### src/rtl/pipe_ctrl_pkg.sv
// Shared definitions for the pipeline hazard controller: FSM state
// encoding and the hard-wired zero register index.
package pipe_ctrl_pkg;

  typedef logic [1:0] state_t;

  localparam state_t ST_RUN      = 2'd0;
  localparam state_t ST_STALL    = 2'd1;
  localparam state_t ST_MEM_WAIT = 2'd2;

  // x0 never carries a real dependency.
  localparam int REG_ZERO = 0;

endpackage

### src/rtl/pipeline_hazard_ctrl_hazard_detect.sv
// Combinational data-hazard detector: compares the EX destination with the
// ID sources and reports how many stall cycles the ID instruction needs.
module hazard_detect
  import pipe_ctrl_pkg::*;
#(
  parameter int REG_AW = 5
) (
  input  logic [REG_AW-1:0] id_rs1_i,
  input  logic [REG_AW-1:0] id_rs2_i,
  input  logic              id_is_branch_i,
  input  logic              ex_mem_read_i,
  input  logic              ex_reg_write_i,
  input  logic [REG_AW-1:0] ex_rd_i,
  output logic [1:0]        stall_len_o
);

  logic match;

  // Loads need one cycle for ALU consumers and two for branches resolved in
  // ID; ALU results only stall branches, which read operands a stage early.
  always_comb begin
    match       = (ex_rd_i != REG_AW'(REG_ZERO)) &&
                  ((ex_rd_i == id_rs1_i) || (ex_rd_i == id_rs2_i));
    stall_len_o = 2'd0;
    if (match) begin
      if (ex_mem_read_i) begin
        stall_len_o = id_is_branch_i ? 2'd2 : 2'd1;
      end else if (ex_reg_write_i && id_is_branch_i) begin
        stall_len_o = 2'd1;
      end
    end
  end

endmodule

### src/rtl/pipeline_hazard_ctrl.sv
// Pipeline hazard controller: load-use / branch-operand stalls, memory-wait
// freeze and taken-branch flush for a 5-stage pipe.
// Optional macro PIPE_PERF_CNT_EN adds saturating stall/flush counters;
// without it the counter outputs are constant zero.
module pipeline_hazard_ctrl
  import pipe_ctrl_pkg::*;
#(
  parameter int REG_AW = 5,
  parameter int CNT_W  = 32
) (
  input  logic              clk_i,
  input  logic              rst_i,
  input  logic [REG_AW-1:0] id_rs1_i,
  input  logic [REG_AW-1:0] id_rs2_i,
  input  logic              id_is_branch_i,
  input  logic              ex_mem_read_i,
  input  logic              ex_reg_write_i,
  input  logic [REG_AW-1:0] ex_rd_i,
  input  logic              branch_taken_i,
  input  logic              mem_stall_i,
  output logic              pc_write_o,
  output logic              if_id_hold_o,
  output logic              if_flush_o,
  output logic              id_ex_bubble_o,
  output logic              pipe_freeze_o,
  output logic [CNT_W-1:0]  stall_cnt_o,
  output logic [CNT_W-1:0]  flush_cnt_o
);

  state_t     state, nxt_state;
  state_t     ret_state, nxt_ret;
  logic [1:0] stall_left, nxt_left;
  logic [1:0] stall_len;
  logic       pc_write_c, hold_c, flush_c, bubble_c, freeze_c;

  hazard_detect #(.REG_AW(REG_AW)) u_hazard_detect (
    .id_rs1_i       (id_rs1_i),
    .id_rs2_i       (id_rs2_i),
    .id_is_branch_i (id_is_branch_i),
    .ex_mem_read_i  (ex_mem_read_i),
    .ex_reg_write_i (ex_reg_write_i),
    .ex_rd_i        (ex_rd_i),
    .stall_len_o    (stall_len)
  );

  // Next-state and control decode; memory wait beats hazards beats flush.
  always_comb begin
    nxt_state  = state;
    nxt_ret    = ret_state;
    nxt_left   = stall_left;
    pc_write_c = 1'b1;
    hold_c     = 1'b0;
    flush_c    = 1'b0;
    bubble_c   = 1'b0;
    freeze_c   = 1'b0;
    case (state)
      ST_RUN: begin
        if (mem_stall_i) begin
          pc_write_c = 1'b0;
          hold_c     = 1'b1;
          freeze_c   = 1'b1;
          nxt_state  = ST_MEM_WAIT;
          nxt_ret    = ST_RUN;
        end else if (stall_len != 2'd0) begin
          pc_write_c = 1'b0;
          hold_c     = 1'b1;
          bubble_c   = 1'b1;
          if (stall_len == 2'd2) begin
            nxt_state = ST_STALL;
            nxt_left  = 2'd1;
          end
        end else if (branch_taken_i) begin
          flush_c = 1'b1;
        end
      end
      ST_STALL: begin
        pc_write_c = 1'b0;
        hold_c     = 1'b1;
        if (mem_stall_i) begin
          // Remaining stall is parked untouched until memory is ready.
          freeze_c  = 1'b1;
          nxt_state = ST_MEM_WAIT;
          nxt_ret   = ST_STALL;
        end else begin
          bubble_c = 1'b1;
          nxt_left = (stall_left == 2'd0) ? 2'd0 : stall_left - 2'd1;
          if (stall_left <= 2'd1) nxt_state = ST_RUN;
        end
      end
      ST_MEM_WAIT: begin
        pc_write_c = 1'b0;
        hold_c     = 1'b1;
        freeze_c   = 1'b1;
        if (!mem_stall_i) nxt_state = ret_state;
      end
      default: begin
        nxt_state = ST_RUN;
        nxt_ret   = ST_RUN;
        nxt_left  = 2'd0;
      end
    endcase
  end

  // Reset is asynchronous on the outputs too, so force idle values while held.
  always_comb begin
    pc_write_o     = rst_i ? pc_write_c : 1'b1;
    if_id_hold_o   = rst_i & hold_c;
    if_flush_o     = rst_i & flush_c;
    id_ex_bubble_o = rst_i & bubble_c;
    pipe_freeze_o  = rst_i & freeze_c;
  end

  // FSM state, saved return state and remaining stall count.
  always_ff @(posedge clk_i or negedge rst_i) begin
    if (!rst_i) begin
      state      <= ST_RUN;
      ret_state  <= ST_RUN;
      stall_left <= 2'd0;
    end else begin
      state      <= nxt_state;
      ret_state  <= nxt_ret;
      stall_left <= nxt_left;
    end
  end

`ifdef PIPE_PERF_CNT_EN
  function automatic logic [CNT_W-1:0] sat_inc(input logic [CNT_W-1:0] v);
    return (&v) ? v : v + CNT_W'(1);
  endfunction

  logic [CNT_W-1:0] stall_cnt_q, flush_cnt_q;

  // Saturating counters of PC-stalled cycles and flush cycles.
  always_ff @(posedge clk_i or negedge rst_i) begin
    if (!rst_i) begin
      stall_cnt_q <= '0;
      flush_cnt_q <= '0;
    end else begin
      if (!pc_write_o) stall_cnt_q <= sat_inc(stall_cnt_q);
      if (if_flush_o)  flush_cnt_q <= sat_inc(flush_cnt_q);
    end
  end

  assign stall_cnt_o = stall_cnt_q;
  assign flush_cnt_o = flush_cnt_q;
`else
  assign stall_cnt_o = '0;
  assign flush_cnt_o = '0;
`endif

endmodule

### config.mk
export PLATFORM = sky130hd
export DESIGN_NAME = pipeline_hazard_ctrl
export DESIGN_NICKNAME = d
export VERILOG_FILES = /design/src/rtl/pipe_ctrl_pkg.sv /design/src/rtl/pipeline_hazard_ctrl_hazard_detect.sv /design/src/rtl/pipeline_hazard_ctrl.sv
export SDC_FILE = /design/constraint.sdc
export NUM_CORES = 1
export LEC_CHECK = 0
export ABC_CLOCK_PERIOD_IN_PS = 3600
export BUFFER_PORTS_ARGS = -buffer_cell sky130_fd_sc_hd__buf_2
export CAP_MARGIN = 20
export CORE_MARGIN = 2
export CORE_UTILIZATION = 43
export CTS_BUF_LIST = sky130_fd_sc_hd__clkbuf_8
export DETAILED_ROUTE_END_ITERATION = 12
export GPL_TIMING_DRIVEN = 1
export PLACE_DENSITY = 0.89
export SETUP_SLACK_MARGIN = 0.4
export SKIP_CTS_REPAIR_TIMING = 1
export SYNTH_ARGS = -nofsm -noshare
export SYNTH_HDL_FRONTEND = slang
export SYNTH_SLANG_ARGS = --single-unit
### constraint.sdc
create_clock -name clk_i -period 3.6 [get_ports clk_i]
set_input_delay 0.18 -clock clk_i [delete_from_list [all_inputs] [get_ports clk_i]]
set_output_delay 0.18 -clock clk_i [all_outputs]
set_load 0.01 [all_outputs]
==> results_dict.tcl <==
set metrics [dict create \
    initial_core_util_pct 44.29 \
    crit_arrival_ns 1.75 \
    wl_met1_um 643 \
    wl_per_cell_um 9.395 \
    hold_violations 0 \
    met2_wirelength_um 953 \
    crit_family "flip-flops" \
    critPathSlowestCell "dfrtp_1" \
    worstPathCellList "inv_1 > ha_1 > nor4b_1 > o211a_1 > buf_2" \
    crit_path_max_fanout 7 \
    hp-class "in2async" \
    rows 18 \
    layout-drive-gt1-share_pct 22.42 \
    power.density_mw_per_mm2 371.1 \
    cts_buffer_depth 2 \
    die_w_um 53.82 \
    cts_made_buffers 3 \
    die_area_mm2 0.002897 \
    mostFrequentLayoutCell "conb_1" \
    final_cells 195 \
    power.static_leakage_uw 0.0006120 \
    fmax_mhz 516.9 \
    slew_viol_final 0 \
    ir_drop_mv 0.1764 \
    cts_sinks 5 \
    nNetsFinal 192 \
    core_area_mm2 0.002410 \
    drcViolationCount 0 \
    ff2ff_path_depth 7 \
    io_buffers 26 \
    clk_pin_slew_ns 0.04 \
    crit_path_end_kind "primary output" \
    yosysSeqAreaShare_pct 11.72 \
    grt_start_max_net_pins 11 \
    netlist_area_mm2 0.001067 \
    vias_per_cell 4.179 \
    status "completed" \
    cts_tree "built" \
    htreeDepth 1 \
    syn_avg_cell_area_um2 7.906 \
    drv_cap 0 \
    n_antenna_cell 0 \
    setup-violations-final 0 \
    slowest_delay_ns 0.43 \
    r2r-end "state[0]$_DFFE_PN0P_" \
    final_cell_mix "conb_1, buf_2, nand2_1" \
    clkLatencyLatePin_ns 0.23 \
    skew_ns 0.007555 \
    first_pass_iters 4 \
    synth_seq_cells 5 \
    synth_warnings 0 \
    io-pin-count 91 \
    gp_congestion 0.9625 \
    start_kind "flop" \
    fin_tns_setup_ns 0 \
    top_layer "met4" \
    path_buf_inv 2 \
    rr_startpoint "state[1]$_DFFE_PN0P_" \
    num_vias 815 \
    die_h_um 53.82 \
    wl_met3_um 201 \
    drt-total-wl_um 1832 \
    period_share_pct 53.74 \
    overflow 0 \
    drt_first_iter_violations 9 \
    grt_usage_pct 12.21 \
    first_global_vias 574 \
    ant_nets 0 \
    dp_hpwl_um 1512 \
    syn2layout_area_growth_pct -1.993 \
    r2r_slack_ns 1.73 \
    layout_min_cycle_time_ns 1.934 \
    rsz0062_at_grt "false" \
    grt_pass1_wl_um 2511 \
    synth_cell_types 30 \
    cts_root_buf "clkbuf_8" \
    critical_path_required_ns 3.42 \
    antenna_found_initial 0 \
    synthCells 135 \
    placed_cells 190 \
    criticalPathCategory "reg2out" \
]
==> state kept, by name, indices dropped and copies added (netlist names) <==
register / flops
stall_left: 2
state: 2
ret_state: 1
==> per-stage QoR <==
| stage | hold WS [ns] | instance area, um2 | setup slack (ns) | util (%) | power [uW] |
|---|---|---|---|---|---|
| 2_1_floorplan | -0.1156 | 1304 | 1.912 | - | 275.4 |
| 3_3_place_gp | 0.03470 | 991.0 | 1.825 | 41.12 | 269.6 |
| 6_report | 0.3255 | 1046 | 1.666 | 43.41 | 388.1 |
| 4_1_cts | -0.2058 | 1036 | 1.675 | 42.99 | 383.1 |
| 3_5_place_dp | 0.03323 | 991.0 | 1.767 | 41.12 | 276.7 |
| 5_1_grt | 0.3813 | 1046 | 1.530 | 43.41 | 417.9 |
==> layout make-up <==
type / instances / area, um2
clock buffers: 3 / 41.29
clock inverters: 1 / 3.754
fillers: 255 / 1364
inverters: 5 / 18.77
multi-input cells: 124 / 679.4
flip-flops and latches: 5 / 125.1
well taps: 30 / 37.54
repair buffers: 27 / 140.1
==> cells in the mapped netlist <==
master    count  area [um2]
buf_4        64       480.5
nand2_1       9       33.78
xor2_1        8       70.07
a21oi_1       5       25.02
dfrtp_1       5       125.1
inv_1         5       18.77
ha_1          4       50.05
nor2_1        4       15.01
nor3_1        4       20.02
nand2b_1      3       18.77
nor3_2        3       30.03
o31a_1        2       17.52
xnor2_1       2       17.52
a21o_1        1       7.510
a32oi_2       1       16.27
conb_1        1       3.750
mux2_2        1       11.26
nand3_1       1       5.000
nor2_4        1       11.26
nor3b_1       1       7.510
nor4b_1       1       8.760
o211a_1       1       10.01
o21ai_0       1       5.000
o221ai_1      1       8.760
o22ai_1       1       6.260
o311a_1       1       10.01
o31ai_1       1       7.510
o41ai_1       1       8.760
or2_2         1       6.260
or4_4         1       11.26
==> worst max path at each step <==
stage | start | to | cells after the start
2_1_floorplan | state[1]$_DFFE_PN0P_ | state[0]$_DFFE_PN0P_ | 7
3_3_place_gp | state[0]$_DFFE_PN0P_ | state[0]$_DFFE_PN0P_ | 7
3_5_place_dp | state[1]$_DFFE_PN0P_ | state[0]$_DFFE_PN0P_ | 7
4_1_cts | state[1]$_DFFE_PN0P_ | id_ex_bubble_o | 5
5_1_grt | state[1]$_DFFE_PN0P_ | id_ex_bubble_o | 5
6_report | state[1]$_DFFE_PN0P_ | id_ex_bubble_o | 5
==> routing by layer <==
layer | global-route usage (%) | up-vias
met3 | 4.167 | 4
met2 | 19.31 | 58
met5 | 0 | -
met4 | 7.692 | 0
li1 | - | 377
met1 | 13.97 | 376
==> where the power goes <==
group,switching (uW),internal [uW]
sequential,14.8,69.2
combinational,127,72.3
clock,31.6,73.4
==> kinds of logic (layout without fill, tap and decap cells) <==
family                     Yosys count  after routing  synth area share [%]
AOI/OAI and AO/OA                   16             16                 11.49
xor gates and xnor gates            10             10                 8.207
adders and majority gates            4              4                 4.690
buffers and inverters               69             36                 46.78
DFF                                  5              5                 11.72
muxes                                1              1                 1.055
other                                1             64                0.3514
and+or+nand+nor                     29             29                 15.71
No activity file was read; power rests on OpenSTA's default activity.
